**src/rtl/memory_arbiter.sv**
```systemverilog
// memory_arbiter: single-port RAM arbiter between instruction fetch and data access.
// Data requests win unless fetch has waited STARVE_MAX consecutive data grants.
module memory_arbiter #(
  parameter int STARVE_MAX = 4
) (
  input  logic        CLK,
  input  logic        nRST,
  input  logic        iREN,
  input  logic [31:0] iaddr,
  input  logic        dREN,
  input  logic        dWEN,
  input  logic [31:0] daddr,
  input  logic [31:0] dstore,
  input  logic [1:0]  ramstate,
  input  logic [31:0] ramload,
  output logic        ihit,
  output logic [31:0] iload,
  output logic        dhit,
  output logic [31:0] dload,
  output logic        ramREN,
  output logic        ramWEN,
  output logic [31:0] ramaddr,
  output logic [31:0] ramstore,
  output logic        err
);
  typedef enum logic [1:0] {IDLE, IACC, DACC} state_t;
  localparam logic [1:0] RAM_ACCESS = 2'd2;
  localparam logic [1:0] RAM_ERROR  = 2'd3;
  state_t      r_state, w_next;
  logic [2:0]  r_starve;
  logic        r_err, r_wr;
  logic [31:0] r_addr, r_data;
  logic        w_dreq, w_grant_i, w_grant_d, w_active, w_access, w_error;
  assign w_dreq    = dREN | dWEN;
  assign w_grant_i = iREN && (!w_dreq || r_starve == 3'(STARVE_MAX));
  assign w_grant_d = w_dreq && !w_grant_i;
  // The granted request must still be asserted for the access to stay alive.
  assign w_active  = (r_state == IACC) ? iREN : (r_state == DACC) ? w_dreq : 1'b0;
  assign w_access  = w_active && ramstate == RAM_ACCESS;
  assign w_error   = r_state != IDLE && ramstate == RAM_ERROR;
  assign err       = r_err;
  always_ff @(posedge CLK or negedge nRST) begin
    if (!nRST) begin
      r_state  <= IDLE;
      r_starve <= 3'd0;
      r_err    <= 1'b0;
      r_wr     <= 1'b0;
      r_addr   <= 32'd0;
      r_data   <= 32'd0;
    end else begin
      r_state <= w_next;
      if (r_state == IDLE && (w_grant_i || w_grant_d)) begin
        r_addr   <= w_grant_i ? iaddr : daddr;
        r_data   <= w_grant_i ? 32'd0 : dstore;
        r_wr     <= w_grant_d && dWEN;
        r_starve <= (w_grant_d && iREN) ? r_starve + 3'd1 : 3'd0;
      end
      if (w_error) r_err <= 1'b1;
    end
  end
  always_comb begin
    w_next   = r_state;
    ihit     = r_state == IACC && w_access;
    dhit     = r_state == DACC && w_access;
    iload    = (r_state == IACC && w_access) ? ramload : 32'd0;
    dload    = (r_state == DACC && w_access && !r_wr) ? ramload : 32'd0;
    ramREN   = w_active && (r_state == IACC || !r_wr);
    ramWEN   = w_active && r_state == DACC && r_wr;
    ramaddr  = (r_state == IDLE) ? 32'd0 : r_addr;
    ramstore = (r_state == DACC && r_wr) ? r_data : 32'd0;
    if (r_state == IDLE) w_next = w_grant_i ? IACC : w_grant_d ? DACC : IDLE;
    else if (!w_active || w_access || w_error) w_next = IDLE;
  end
endmodule

```
**config.mk**
```make
export PLATFORM = sky130hd
export DESIGN_NAME = memory_arbiter
export DESIGN_NICKNAME = d
export VERILOG_FILES = /design/src/rtl/memory_arbiter.sv
export SDC_FILE = /design/constraint.sdc
export NUM_CORES = 1
export LEC_CHECK = 0
export BUFFER_PORTS_ARGS = -buffer_cell sky130_fd_sc_hd__buf_2
export CAP_MARGIN = 30
export CORE_MARGIN = 1.5
export CORE_UTILIZATION = 30
export CTS_BUF_LIST = sky130_fd_sc_hd__clkbuf_4 sky130_fd_sc_hd__clkbuf_8
export CTS_CLUSTER_SIZE = 14
export DETAILED_ROUTE_END_ITERATION = 12
export MAX_ROUTING_LAYER = met4
export SYNTH_ARGS = -nofsm -noshare
export SYNTH_HDL_FRONTEND = slang
export SYNTH_SLANG_ARGS = --single-unit
```
**constraint.sdc**
```tcl
create_clock -name CLK -period 1.97 [get_ports CLK]
set_clock_uncertainty 0.05 [all_clocks]
set_input_delay 0.394 -clock CLK [delete_from_list [all_inputs] [get_ports CLK]]
set_output_delay 0.394 -clock CLK [all_outputs]
set_load 0.03 [all_outputs]
```
# Word-level counts from Yosys, hierarchy flattened
# Cells that the tools add are included.
# op_classes
muxes	13
n_reduce_logical	26
addsub	1
bitwise	1
n_eq_ne	5
# op_table
cell	n
32-bit two-way mux	6
1-bit logical AND	14
2-bit two-way mux	4
2-bit == test (second input constant)	3
1-bit logical OR	5
1-bit zero test	4
2-bit nonzero test	2
3-bit by 1-bit adder with 3-bit output (second input constant)	1
3-bit == test (second input constant)	1
3-bit two-way mux	1
2-bit by 1-bit == test with 1-bit output (second input constant)	1
2-bit zero test	1
1-bit two-way mux	2
1-bit bitwise OR	1
# totals
output_inout_bits	133
wordCells	52
regBits	71

# Longest topological paths before layout
# logic_depth
depth_word	9
depth_mapped	6

# Worst setup path after synthesis
# Ideal clock, no wire load.
# synth_path
path_kind	input-to-output
start	input iREN
end	output iload[22]
t_required_ns	1.526
arrival_ns	1.683
path_stages	5
path_buffers	2
setup_slack_ns	-0.157
cell_sequence	buf_2 > nand2_1 > nor3_2 > clkbuf_1 > and2_1
# synth_via
elab_chain_cells	4
# synth_lines
element	line	text
from (decl)	8	input logic iREN,
1-bit two-way mux	38	assign w_active = (r_state == IACC) ? iREN : (r_state == DACC) ? w_dreq : 1'b0;
1-bit logical AND	39	assign w_access = w_active && ramstate == RAM_ACCESS;
1-bit logical AND	-	
via ihit	16	output logic ihit,
32-bit two-way mux	65	iload = (r_state == IACC && w_access) ? ramload : 32'd0;
to (decl)	17	output logic [31:0] iload,
# The timed path passes the listed nets, and every way through them passes these cells.

# Final worst setup path
# layout_path
start	register r_state[0]
end	output dload[29]
# layout_via
elab_chain_cells	7
elab_cells_between_ends	8
cone_classes	2 x eq/ne; 3 x mux; 3 x reduce/logical
# layout_lines
element	line	text
from (decl)	29	state_t r_state, w_next;
from (signal assigned)	51	r_state <= w_next;
2-bit == test	38, 66	
1-bit two-way mux (2 in series)	38	
1-bit logical AND	39	
1-bit logical AND * (2 in series)	66	dload = (r_state == DACC && w_access && !r_wr) ? ramload : 32'd0;
32-bit two-way mux *	66	
to (decl)	19	output logic [31:0] dload,
# Every way passes the cells marked *; elsewhere a longest branch is shown, timed or not.

==> results summary <==
The checks that failed: setup timing. Synthesis produced a netlist with a net count of approximately 580. The ratio of routed vias to standard cells is 5.103. The worst-skew pair later-pin latency came out at between 0.3 and 0.4 ns. Of the synthesized area, sequential elements account for ~43%. STA puts the critical path data arrival time at around 1.8 ns.

The post-detailed-route count of antenna-violating nets is 0. The data required time of the critical path is ~1.5 ns. The vertical die dimension is roughly 120 um. The internal power of the cells totals about 4.7 mW. The total core area is ~13000 sq um. In this run the tightest slew margin relative to its limit is a little over two thirds. The overflow left after global routing came out at 0. The via count of the first global-routing pass is between 4000 and 5000. The number of iterations in the first detailed-routing pass is 5. The worst setup slack for register-to-register paths is roughly 0.22 ns. The number of flops mapped to enable cells by yosys came out at 0. The leakage power figure is approximately 3.5 nW.

The final hold violation count came out at 0. The number of fill cells is 1129. STA classifies the critical path endpoint as an output pin. In this run the clock root is driven by a sky130_fd_sc_hd__clkbuf_8. After layout, the worst path uses 111.9% of the clock period. The mean instance size in the synthesized netlist is just over 9 sq um. The number of antenna violations at the first check in global routing is 3. The type of origin of the critical path is a register. At the end of routability-driven placement, the weighted congestion stood at about 0.9.

The slew of the pin with the lowest slew margin is roughly 0.44 ns. In the post-synthesis netlist, the biggest area contributors are sky130_fd_sc_hd__dfrtp_1, sky130_fd_sc_hd__and2_1, sky130_fd_sc_hd__a22o_1. The buffer depth of the longest clock path is 2.

The starting DRC count in detailed routing came out at about 220. The routed design could run at a clock period as short as 2.204 ns. The layout cell share with drive strength beyond 1 came out at 62.67%. Global routing used about a fifth of the available tracks across all layers. The gate count of the mapped netlist came out at between 400 and 500. The site row count is between 40 and 50. VDD sags by at most 0.5246 mV. The die is 119.7 um wide.

For this design the top-level I/O count stands at ~270. The timing-limited maximum frequency came out at about 450 MHz. The power per standard cell area came out at around 1000 nW/um^2. The min-delay analysis places its worst path in the category in -> reg.

The clock buffer count from CTS came out at 9. The critical-path maximum fanout is 8. After layout, the design draws a total of 7.770 mW. The count of different cell masters after synthesis is 39.

After the last flow step, the layout net total stands at ~860. Port buffering added between 200 and 300 buffers. The fraction of power spent switching nets came out at roughly two fifths. Leaving out fill and tap cells, the most frequent cells in the layout are sky130_fd_sc_hd__buf_2, sky130_fd_sc_hd__buf_6, sky130_fd_sc_hd__and2_4, sky130_fd_sc_hd__dfrtp_1. Summed over all failing endpoints, the final setup total negative slack is -17.65 ns.

The final-report max-slew violation count is 0. The final routed wire length divided by cell count is approximately 18 um. The routed design has 16020 um of wire. The post-synthesis instance area is a little over 4000 sq um.

The via count is between 4000 and 5000. The first-pass GRT wire length came out at 23090 um. The power dissipated by switching net loads is 3.051 mW. The initial cell density of the core came out at between 30 and 40%. The count of yosys warnings during synthesis came out at 0. The combinational cell fraction of total power came out at a little over half.

The maximum number of pins on one net before global-route repair is a little over 40. The largest total area in the synthesized netlist belongs to sky130_fd_sc_hd__dfrtp_1. Setup repair after global routing could not meet its margin everywhere. The number of DRC violations after detailed routing came out at 0.

The die covers 14330 sq um. The synthesized design contains 71 register bits. The core utilization of the finished layout came out at between 50 and 60%. The CTS tree is yes. The H-tree was split into 3 levels. The flow ran to the end, but the final reports show violations. Sequential cells burn between 20 and 30% of the power.

The library cell used most frequently in the layout, excluding fill and tap cells, is sky130_fd_sc_hd__buf_2. Of all flip-flops after synthesis, the portion carrying an async set or reset was 100.0%. The proportion of netlist area held by the largest area contributor came out at 43.48%. The clock input transition at the sequential cells of the worst setup and hold paths is 0.09 ns.

The worst slack at placement is -0.05404 ns. The total of endpoints with negative setup slack in the final report is 131. The growth of design area from synthesis to finish is 82.27%. For this design, the sink count on the clock tree is 71. The area of combinational cells with multiple inputs is about 2400 sq um. The final worst-path setup slack is -0.2336 ns. The commonest register cell after synthesis is sky130_fd_sc_hd__dfrtp_1. The tool flagged a number of max-cap violations equal to 0. The total half-perimeter wirelength after legalization and detailed placement came out at between 10000 and 15000 um. Per report_power, the clock group accounts for about 18% of the total.

The setup path with the least slack is of type reg -> out. The register area is about 1800 sq um.
## synthesized netlist by cell type (2+ instances only)
cell type and instances:
sky130_fd_sc_hd__and2_1 97, sky130_fd_sc_hd__dfrtp_1 71, sky130_fd_sc_hd__a21oi_1 33, sky130_fd_sc_hd__a22o_1 33
sky130_fd_sc_hd__a31oi_1 33, sky130_fd_sc_hd__and3_1 32, sky130_fd_sc_hd__nand3_1 32, sky130_fd_sc_hd__clkbuf_1 27
sky130_fd_sc_hd__o21ai_0 27, sky130_fd_sc_hd__buf_2 8, sky130_fd_sc_hd__o21ai_1 7, sky130_fd_sc_hd__buf_6 5
sky130_fd_sc_hd__buf_4 3, sky130_fd_sc_hd__clkbuf_2 3, sky130_fd_sc_hd__inv_1 3, sky130_fd_sc_hd__nand2_1 3
sky130_fd_sc_hd__ha_1 2, sky130_fd_sc_hd__nor2_1 2, sky130_fd_sc_hd__nor2_2 2, sky130_fd_sc_hd__nor3_1 2
sky130_fd_sc_hd__o22ai_1 2, sky130_fd_sc_hd__or3_1 2
## state kept, by name, indices dropped and copies added (netlist names)
register	flops
r_starve	3
r_wr	1
r_data	32
err	1
r_state	2
r_addr	32
## cell families after synthesis
family | synth area share [%]
AOI/OAI and AO/OA | 22.60
adders and majority gates | 0.6123
DFF | 43.48
muxes | 0.2755
buffers and inverters | 6.123
and+or+nand+nor | 26.91
## final cells by class
type	instances	share of cell area (%)
clock inverters	7	1.394
repair buffers	310	37.14
diodes	3	0.1008
flip-flops and latches	71	23.85
well taps	176	2.956
clock buffers	9	1.663
multi-input cells	325	32.69
inverters	4	0.2016
## final timing paths
check | startpoint | to | depth (start not counted)
min in group asynchronous | nRST | r_data[8] | 2
hold reg to reg | err | err | 1
hold / removal | dstore[4] | r_data[4] | 2
max in group asynchronous | nRST | r_data[14] | 3
setup reg to reg | r_state[1] | r_data[16] | 6
setup / recovery | r_state[0] | dload[29] | 6
## critical path: stages, from the launching register on
cell and delay (ns):
sky130_fd_sc_hd__dfrtp_1 0.38, sky130_fd_sc_hd__and2b_4 0.26, sky130_fd_sc_hd__nor4b_4 0.20, sky130_fd_sc_hd__buf_4 0.17
sky130_fd_sc_hd__buf_6 0.14, sky130_fd_sc_hd__and2_4 0.15, sky130_fd_sc_hd__buf_6 0.12
## per-layer routing
layer	share of wire, %	global-route usage, %
met4	3.6	8.259
met5	0	-
met3	5.8	2.424
met2	53	39.08
met1	37	22.13
## per-stage QoR
stage / cells / cell area [sq um] / hold slack, ns
2_1_floorplan: 446 / 4088 / 0.04841
6_report: 905 / 7448 / 0.2020
3_3_place_gp: 864 / 5674 / 0.3076
4_1_cts: 894 / 6915 / 0.1832
5_1_grt: 905 / 7448 / 0.1835
3_5_place_dp: 864 / 5674 / 0.3137
## power groups by stage
stage	sequential (mW)	combinational, mW	clock, mW
4_1_cts	2.27	3.98	1.39
6_report	2.29	4.12	1.36
2_1_floorplan	2.18	2.09	0
3_5_place_dp	2.26	2.96	0
3_3_place_gp	2.23	2.93	0
5_1_grt	2.36	4.36	1.44
## timing repair
action | CTS | global route
hold endpoints to repair | 31 | 0
setup buffers | 9 | 3
hold buffers | 1 | 0
gates cloned | 4 | 6
pin swaps | 18 | 36
gates resized for setup | 266 | 159
setup endpoints to repair | 132 | 132
No activity file was read; power rests on OpenSTA's default activity.
